### config.mk
export PLATFORM = sky130hd
export DESIGN_NAME = spi_frame_decoder_flat
export DESIGN_NICKNAME = d
export VERILOG_FILES = /design/src/rtl/spi_frame_decoder_if.sv /design/src/rtl/spi_frame_decoder.sv /design/src/flat_wrapper.sv
export SDC_FILE = /design/constraint.sdc
export NUM_CORES = 1
export LEC_CHECK = 0
export ABC_AREA = 1
export BUFFER_PORTS_ARGS = -buffer_cell sky130_fd_sc_hd__buf_2
export CORE_UTILIZATION = 25
export DETAILED_ROUTE_END_ITERATION = 7
export GPL_ROUTABILITY_DRIVEN = 0
export PLACE_DENSITY = 0.52
export SYNTH_ARGS = -nofsm -noshare
export SYNTH_HDL_FRONTEND = slang
export SYNTH_SLANG_ARGS = --single-unit
### constraint.sdc
create_clock -name clk_i -period 2.8 [get_ports clk_i]
set_input_delay 0.14 -clock clk_i [delete_from_list [all_inputs] [get_ports clk_i]]
set_output_delay 0.14 -clock clk_i [all_outputs]
set_load 0.03 [all_outputs]
### src/rtl/spi_frame_decoder_if.sv
// SPI frame decoder bus: SPI pins from the master plus the decoded
// write/read/error outputs. The slave modport is the decoder side;
// the master modport is the stimulus/consumer side.
interface spi_frame_decoder_if;
  logic        spi_sclk;
  logic        spi_sdo;
  logic        spi_cs;
  logic        spi_sdi;
  logic        wr_valid;
  logic [31:0] wr_addr;
  logic [31:0] wr_data;
  logic        rd_valid;
  logic [31:0] rd_addr;
  logic        frame_err;

  modport slave (
    input  spi_sclk, spi_sdo, spi_cs,
    output spi_sdi, wr_valid, wr_addr, wr_data, rd_valid, rd_addr, frame_err
  );

  modport master (
    output spi_sclk, spi_sdo, spi_cs,
    input  spi_sdi, wr_valid, wr_addr, wr_data, rd_valid, rd_addr, frame_err
  );
endinterface

### src/rtl/spi_frame_decoder.sv
// SPI frame decoder. Oversamples spi_sclk in the clk_i domain and decodes
// frames of the form CMD(8) ADDR(32) [DUMMY(34)] DATA(32), MSB first.
//   cmd 0x02 : write frame -> wr_valid / wr_addr / wr_data
//   cmd 0x0B : read frame  -> rd_valid / rd_addr
// Optional feature macro: SPI_DEC_READBACK_EN adds a 16x32 word store that
// is written by write frames and shifted out on spi_sdi during read frames.
module spi_frame_decoder #(
  parameter int ADDR_LSB = 2
) (
  input  logic               clk_i,
  input  logic               rst_ni,
  spi_frame_decoder_if.slave bus
);

  typedef enum logic [2:0] {IDLE, CMD, ADDR, DUMMY, DATA, ERR} state_t;

  // The 4-bit word index must lie inside the 32-bit address.
  if (ADDR_LSB < 0 || ADDR_LSB > 28) begin : g_bad_addr_lsb
    $error("ADDR_LSB must be in 0..28");
  end

  state_t      r_state;
  logic [5:0]  r_cnt;
  logic        r_sclk;
  logic        r_armed;
  logic        r_started;
  logic        r_is_rd;
  logic [6:0]  r_cmd;
  logic [31:0] r_addr;
  logic [30:0] r_data;
  logic        r_wr_valid;
  logic        r_rd_valid;
  logic        r_frame_err;
  logic [31:0] r_wr_addr;
  logic [31:0] r_wr_data;
  logic [31:0] r_rd_addr;

  logic        w_bit;
  logic [7:0]  w_cmd_nxt;
  logic [31:0] w_addr_nxt;
  logic [31:0] w_data_nxt;

  // A bit event is a rising spi_sclk seen while the chip is selected.
  assign w_bit      = !bus.spi_cs && bus.spi_sclk && !r_sclk;
  assign w_cmd_nxt  = {r_cmd, bus.spi_sdo};
  assign w_addr_nxt = {r_addr[30:0], bus.spi_sdo};
  assign w_data_nxt = {r_data, bus.spi_sdo};

  // Frame state machine, bit counter, shift registers and output pulses.
  always_ff @(posedge clk_i) begin
    if (!rst_ni) begin
      r_state     <= IDLE;
      r_cnt       <= 6'd0;
      r_sclk      <= 1'b0;
      r_armed     <= 1'b0;
      r_started   <= 1'b0;
      r_is_rd     <= 1'b0;
      r_wr_valid  <= 1'b0;
      r_rd_valid  <= 1'b0;
      r_frame_err <= 1'b0;
      r_wr_addr   <= 32'd0;
      r_wr_data   <= 32'd0;
      r_rd_addr   <= 32'd0;
    end else begin
      r_sclk      <= bus.spi_sclk;
      // Decoding is held off until CS has been seen idle once after reset.
      r_armed     <= r_armed | bus.spi_cs;
      r_wr_valid  <= 1'b0;
      r_rd_valid  <= 1'b0;
      r_frame_err <= 1'b0;
      unique case (r_state)
        IDLE: begin
          if (r_armed && !bus.spi_cs) begin
            r_state   <= CMD;
            r_cnt     <= 6'd7;
            r_started <= 1'b0;
          end
        end
        CMD: begin
          if (bus.spi_cs) begin
            // Only a frame that already shifted a bit counts as aborted.
            r_state     <= IDLE;
            r_frame_err <= r_started;
          end else if (w_bit) begin
            r_cmd     <= w_cmd_nxt[6:0];
            r_started <= 1'b1;
            if (r_cnt == 6'd0) begin
              if (w_cmd_nxt == 8'h02 || w_cmd_nxt == 8'h0B) begin
                r_state <= ADDR;
                r_cnt   <= 6'd31;
                r_is_rd <= (w_cmd_nxt == 8'h0B);
              end else begin
                r_state     <= ERR;
                r_frame_err <= 1'b1;
              end
            end else begin
              r_cnt <= r_cnt - 6'd1;
            end
          end
        end
        ADDR: begin
          if (bus.spi_cs) begin
            r_state     <= IDLE;
            r_frame_err <= 1'b1;
          end else if (w_bit) begin
            r_addr <= w_addr_nxt;
            if (r_cnt == 6'd0) begin
              r_state <= r_is_rd ? DUMMY : DATA;
              r_cnt   <= r_is_rd ? 6'd33 : 6'd31;
            end else begin
              r_cnt <= r_cnt - 6'd1;
            end
          end
        end
        DUMMY: begin
          if (bus.spi_cs) begin
            r_state     <= IDLE;
            r_frame_err <= 1'b1;
          end else if (w_bit) begin
            if (r_cnt == 6'd0) begin
              r_state <= DATA;
              r_cnt   <= 6'd31;
            end else begin
              r_cnt <= r_cnt - 6'd1;
            end
          end
        end
        DATA: begin
          // CS high always wins, so a deassert with the final bit is an abort.
          if (bus.spi_cs) begin
            r_state     <= IDLE;
            r_frame_err <= 1'b1;
          end else if (w_bit) begin
            r_data <= w_data_nxt[30:0];
            if (r_cnt == 6'd0) begin
              if (r_is_rd) begin
                r_rd_valid <= 1'b1;
                r_rd_addr  <= r_addr;
              end else begin
                r_wr_valid <= 1'b1;
                r_wr_addr  <= r_addr;
                r_wr_data  <= w_data_nxt;
              end
              r_state   <= CMD;
              r_cnt     <= 6'd7;
              r_started <= 1'b0;
            end else begin
              r_cnt <= r_cnt - 6'd1;
            end
          end
        end
        ERR: begin
          if (bus.spi_cs) r_state <= IDLE;
        end
        default: r_state <= IDLE;
      endcase
    end
  end

  assign bus.wr_valid  = r_wr_valid;
  assign bus.wr_addr   = r_wr_addr;
  assign bus.wr_data   = r_wr_data;
  assign bus.rd_valid  = r_rd_valid;
  assign bus.rd_addr   = r_rd_addr;
  assign bus.frame_err = r_frame_err;

`ifdef SPI_DEC_READBACK_EN
  logic [31:0] r_mem [16];
  logic [31:0] r_sr;
  logic        r_sdi;
  logic        w_wr_done;
  logic        w_dummy_last;
  logic        w_data_bit;
  logic [3:0]  w_idx;

  assign w_idx        = r_addr[ADDR_LSB+3:ADDR_LSB];
  assign w_wr_done    = (r_state == DATA) && !bus.spi_cs && w_bit &&
                        (r_cnt == 6'd0) && !r_is_rd;
  assign w_dummy_last = (r_state == DUMMY) && w_bit && (r_cnt == 6'd0);
  assign w_data_bit   = (r_state == DATA) && w_bit;

  // Word store, written with the data of each completed write frame.
  always_ff @(posedge clk_i) begin
    if (!rst_ni) begin
      for (int i = 0; i < 16; i++) r_mem[i] <= 32'd0;
    end else if (w_wr_done) begin
      r_mem[w_idx] <= w_data_nxt;
    end
  end

  // Readback shifter: loads on the last dummy bit, advances per data bit.
  always_ff @(posedge clk_i) begin
    if (!rst_ni) begin
      r_sr  <= 32'd0;
      r_sdi <= 1'b0;
    end else if (w_dummy_last) begin
      r_sr  <= r_mem[w_idx];
      r_sdi <= r_mem[w_idx][31];
    end else if (w_data_bit) begin
      r_sr  <= {r_sr[30:0], 1'b0};
      r_sdi <= r_sr[30];
    end else if (r_state == IDLE) begin
      r_sdi <= 1'b0;
    end
  end

  assign bus.spi_sdi = r_sdi;
`else
  assign bus.spi_sdi = 1'b0;
`endif

endmodule

### src/flat_wrapper.sv
// flat-port wrapper written by rule: the top's interface ports become plain ports
module spi_frame_decoder_flat 
#(
  parameter int ADDR_LSB = 2
)
  (clk_i, rst_ni, bus_spi_sclk, bus_spi_sdo, bus_spi_cs, bus_spi_sdi, bus_wr_valid, bus_wr_addr, bus_wr_data, bus_rd_valid, bus_rd_addr, bus_frame_err);
  spi_frame_decoder_if bus_i ();
  input  logic clk_i;
  input  logic rst_ni;
  input wire logic [$bits(bus_i.spi_sclk)-1:0] bus_spi_sclk;
  input wire logic [$bits(bus_i.spi_sdo)-1:0] bus_spi_sdo;
  input wire logic [$bits(bus_i.spi_cs)-1:0] bus_spi_cs;
  output wire logic [$bits(bus_i.spi_sdi)-1:0] bus_spi_sdi;
  output wire logic [$bits(bus_i.wr_valid)-1:0] bus_wr_valid;
  output wire logic [$bits(bus_i.wr_addr)-1:0] bus_wr_addr;
  output wire logic [$bits(bus_i.wr_data)-1:0] bus_wr_data;
  output wire logic [$bits(bus_i.rd_valid)-1:0] bus_rd_valid;
  output wire logic [$bits(bus_i.rd_addr)-1:0] bus_rd_addr;
  output wire logic [$bits(bus_i.frame_err)-1:0] bus_frame_err;
  assign bus_i.spi_sclk = bus_spi_sclk;
  assign bus_i.spi_sdo = bus_spi_sdo;
  assign bus_i.spi_cs = bus_spi_cs;
  assign bus_spi_sdi = bus_i.spi_sdi;
  assign bus_wr_valid = bus_i.wr_valid;
  assign bus_wr_addr = bus_i.wr_addr;
  assign bus_wr_data = bus_i.wr_data;
  assign bus_rd_valid = bus_i.rd_valid;
  assign bus_rd_addr = bus_i.rd_addr;
  assign bus_frame_err = bus_i.frame_err;
  spi_frame_decoder #(.ADDR_LSB(ADDR_LSB)) u_core (.clk_i(clk_i), .rst_ni(rst_ni), .bus(bus_i));
endmodule
# == After elaboration in Yosys (flattened, before gate mapping) ==
# Cells that the tools add are included.
# totals
reg_bits,182
latchBits,0
mem_bits_rw,0
rom_bits,0
inputBits,5
out_inout_bits,100
word_cells,119
mem_count,0
# op_classes
addsub,1
mul,0
div_mod_pow,0
n_lt_le_gt_ge,0
n_eq_ne,27
shift,0
mux,48
bitwise,7
n_reduce_logical,21
# ops
cell,count
two-way mux 6 bit,15
two-way mux 3 bit,16
one-hot mux 6 bit (5 select lines),1
"inequality test 3 x 2 -> 1 bit, second input constant",8
one-hot mux 3 bit (6 select lines),1
AND reduction 5 bit,3
two-way mux 1 bit,13
"inequality test 2 x 1 -> 1 bit, second input constant",6
AND reduction 4 bit,3
AND reduction 11 bit,1
"inequality test 2 bit, second input constant",5
AND reduction 10 bit,1
"== test 8 x 2 -> 1 bit, second input constant",1
"== test 8 x 4 -> 1 bit, second input constant",1
AND reduction 7 bit,1
"== test 3 x 2 -> 1 bit, second input constant",2
"== test 3 bit, second input constant",2
zero test 6 bit,1
inverter 1 bit,6
"subtractor 6 x 1 -> 6 bit, second input constant",1
nonzero test 5 bit,1
OR reduction 5 bit,1
"== test 3 x 1 -> 1 bit, second input constant",1
logical AND 1 bit,3
other kinds (9),10

# == Depth between registers and ports, before layout ==
# logic_depth
depth_word,7
depth_mapped,11
ltp_nobuf,11

# == Worst setup path before layout ==
# OpenSTA, ideal clock, no wires.
# synth_timing
path_kind,input to register
from,input rst_ni
to,register u_core.r_addr[0] (enable)
setup_time_ns,0.421
t_arrival_ns,2.140
required_ns,2.379
slack_ns,0.239
stages,4
n_path_buf,2
cell_sequence,clkbuf_1 > clkbuf_1 > nand2_1 > nor2_1
# synth_via
elab_chain_len,1
# synth_lines
item,line_no,rtl
start: declaration,flat_wrapper.sv:9,input logic rst_ni;
AND reduction 4 bit (no source line),--,
end signal: assignment,spi_frame_decoder.sv:106,r_addr <= w_addr_nxt;
end: declaration,spi_frame_decoder.sv:29,logic [31:0] r_addr;
# Every way passes these cells.
# A chain may end at the register's enable or synchronous reset.

# == Final worst setup path ==
# layout_timing
from,register u_core.r_cnt[0]
to,"register u_core.r_wr_addr[8], in the netlist u_core.bus.wr_addr[8]"
# layout_via
elab_chain_len,2
# layout_lines
item,line_no,rtl
start: declaration,spi_frame_decoder.sv:23,logic [5:0] r_cnt;
start signal: assignment,spi_frame_decoder.sv:97,r_cnt <= r_cnt - 6'd1;
start signal: assignment,spi_frame_decoder.sv:109,r_cnt <= r_is_rd ? 6'd33 : 6'd31;
start signal: assignment,spi_frame_decoder.sv:111,r_cnt <= r_cnt - 6'd1;
zero test 6 bit,spi_frame_decoder.sv:135,if (r_cnt == 6'd0) begin
AND reduction 5 bit (no source line),--,
end signal: assignment,spi_frame_decoder.sv:141,r_wr_addr <= r_addr;
end: declaration,spi_frame_decoder.sv:34,logic [31:0] r_wr_addr;
# Every way passes these cells.

==> metrics.txt <==
WP buf/inv 2; Post-DRT Antenna Nets 0; Worst path max stage delay approximately 0.30 ns; endpoints failing setup 0; num rows between 50 and 60; CORE AREA 0.0262 sq mm; Pwr Density 808 mW/mm^2; HP Class input pin to flip-flop; Yosys reg bits about 180; TritonRoute pass-1 iters 6; Final TNS setup 0 ns; slew margin rel. 0.609; GR Overflow Total 0; Final Util 0.310; largest net degree at the start of global routing 78; CTS tree built; failing checks DRC; Ports approximately 110; setup skew after layout 0.0115 ns; vias per cell around 4.2; Fin. Hold Viols 0; clock buffer depth 2; first-pass GRT wire length ~23 mm; CP max stage cell dfxtp_1; Post-DP HPWL around 9.1 mm; status finished with violations; number of port buffers 103; hold buffers post-CTS 1; Netlist cell types 26; Peak Freq about 530 MHz; H-tree levels 4; Skew-Pair Late Insertion Delay 0.42 ns; vias in the first global route roughly 4300; yosys synthesis warning count 0; antenna violations before repair 0; CTS buffer count 17; worst-path fanout max 30; post-cts sizing count 0; Post-Syn Area around 0.0067 sq mm; crit path launch type flip-flop; fin crit period 1.88 ns; Final period util 0.671; metal1 wirelength 7.25 mm; placed cell count roughly 1100; Max IR drop VDD between 0.0003 and 0.0004 V; GRT Total Usage 0.108; TritonCTS Sinks about 180; post-DR wirelength/cell 12.8 um; Crit path required time about 3.1 ns; CP Capture Type flip-flop; WL met3 just under 600 um; Area Growth Syn to Fin 20.7%; non-filler cells, final 1123; drt drc 10; layout cells sized above 1 0.203; critical-path cell list inv_1, ha_1, nand3_2, nor2_4, nand3_4, buf_4, o21ai_1, a21oi_1; Slew @ Worst Pin ~0.58 ns; final wirelength approximately 14 mm; Hold WS between 0.07 and 0.08 ns; Setup Fix Bufs, Post-CTS 0; met2 wire length 6.34 mm; Top Layer Used met4; Via Count 4669; register area share after synthesis 0.645; clock-pin slew on the worst setup and hold paths 0.07 ns; DIE AREA between 0.02 and 0.03 sq mm; synthesized area per cell about 9.9 sq um; final-stage net count 781; CTS Root Cell clkbuf_16; Initial Util 0.257; number of DRC markers in iteration 0 around 300; RSZ-0062 raised after global routing no; Max-cap violations 0; Final Max Tran Viols 0; die height ~170 um; synthesized instance count roughly 680; Antenna Cells 0; critical path class flip-flop to flip-flop; die width about 170 um; Arr. time, crit path roughly 2.2 ns; Leak between 3 and 4 nW; CP delay by family, top simple AND/OR/NAND/NOR gates; syn_nets 685
registers in the layout, indices dropped and copies added (netlist names):
name                  cells
u_core.bus.rd_valid       1
u_core.r_is_rd            1
u_core.r_started          1
u_core.bus.wr_data       32
u_core.r_cmd              7
u_core.r_state            3
u_core.r_data            31
u_core.bus.wr_valid       1
u_core.r_cnt              6
u_core.r_sclk             1
u_core.bus.frame_err      1
u_core.r_addr            32
u_core.bus.rd_addr       32
u_core.bus.wr_addr       32
u_core.r_armed            1
cells in the mapped netlist:
master / count / area share
buf_2: 2 / 0.0015
nand2_1: 54 / 0.030
and2_0: 1 / 0.00093
nor3_1: 1 / 0.00074
o21ai_0: 37 / 0.027
dfxtp_1: 112 / 0.33
ha_1: 1 / 0.0019
nor2_4: 3 / 0.0050
nor2_2: 3 / 0.0028
conb_1: 1 / 0.00056
a31oi_1: 1 / 0.00093
clkinv_1: 1 / 0.00056
o21ai_1: 65 / 0.048
inv_2: 5 / 0.0028
clkbuf_1: 13 / 0.0072
xor2_1: 2 / 0.0026
nor2_1: 27 / 0.015
nand3_1: 22 / 0.016
nand4_1: 3 / 0.0028
a21oi_1: 113 / 0.084
edfxtp_1: 70 / 0.31
nand3_2: 3 / 0.0045
inv_1: 118 / 0.066
buf_6: 18 / 0.030
buf_4: 1 / 0.0011
nand2_2: 2 / 0.0019
kinds of logic after synthesis:
logic type / count (synthesis) / share of synthesized area
AOI/OAI and AO/OA: 216 / 0.161
xor gates and xnor gates: 2 / 0.00260
adders and majority gates: 1 / 0.00186
buffers and inverters: 158 / 0.109
DFF: 182 / 0.645
other: 1 / 0.000557
and+or+nand+nor: 119 / 0.0801
placed cells by master (no fill, tap or decap), drive strengths merged:
| cell | n |
|---|---|
| bufinv | 1 |
| xor2 | 2 |
| clkinvlp | 1 |
| a31oi | 1 |
| o21ai | 102 |
| clkbuf | 17 |
| buf | 110 |
| nand3 | 25 |
| nor3 | 1 |
| nor2 | 33 |
| inv | 132 |
| conb | 1 |
| a21oi | 113 |
| ha | 1 |
| dfxtp | 112 |
| nand4 | 3 |
| and2 | 1 |
| nand2 | 56 |
| dlygate4sd3 | 1 |
| clkinv | 5 |
| edfxtp | 70 |
path summary, 6_finish.rpt:
path,start,endpoint,slack (ns),depth (start not counted)
max reg2reg,u_core.r_cnt[0]$_SDFFE_PN0P_,u_core.bus.wr_addr[8]$_SDFFE_PN0P_,0.92,8
min,bus_spi_cs,u_core.bus.frame_err$_SDFF_PN0_,0.07,3
min reg2reg,u_core.bus.rd_addr[8]$_SDFFE_PN0P_,u_core.bus.rd_addr[8]$_SDFFE_PN0P_,0.44,2
max,u_core.r_cnt[0]$_SDFFE_PN0P_,u_core.bus.wr_addr[8]$_SDFFE_PN0P_,0.92,8
through the flow:
step | area (sq um) | power [mW] | worst slack, ns
6_report | 8130 | 6.57 | 0.920
5_1_grt | 8130 | 6.94 | 0.721
4_1_cts | 8130 | 6.65 | 0.875
3_5_place_dp | 7530 | 4.23 | 0.892
3_3_place_gp | 7530 | 4.24 | 0.890
2_1_floorplan | 6730 | 3.96 | 0.239
worst register-to-register path: cells and delay by family, from the launching register on:
family	cells	cell delay [ns]
simple gates	3	0.52
buf+inv	2	0.41
flops	1	0.30
fa+ha+maj	1	0.30
compound gates	2	0.24
power by group:
group	internal (mW)	switching (mW)	total [mW]
sequential	2.87	0.104	2.97
clock	1.27	1.13	2.40
combinational	0.377	0.823	1.20
cell type report:
type | instances | area [sq um]
flip-flops and latches | 182 | 4340
clock inverters | 15 | 158
inverters | 124 | 465
well taps | 335 | 419
multi-input cells | 339 | 1680
clock buffers | 17 | 425
fillers | 2735 | 18100
repair buffers | 111 | 631
per-layer routing:
layer,up-vias,track usage
li1,2436,-
met1,2138,0.145
met2,82,0.163
met3,13,0.0305
met4,0,0.0390
met5,-,0
No activity file was read; power rests on OpenSTA's default activity.
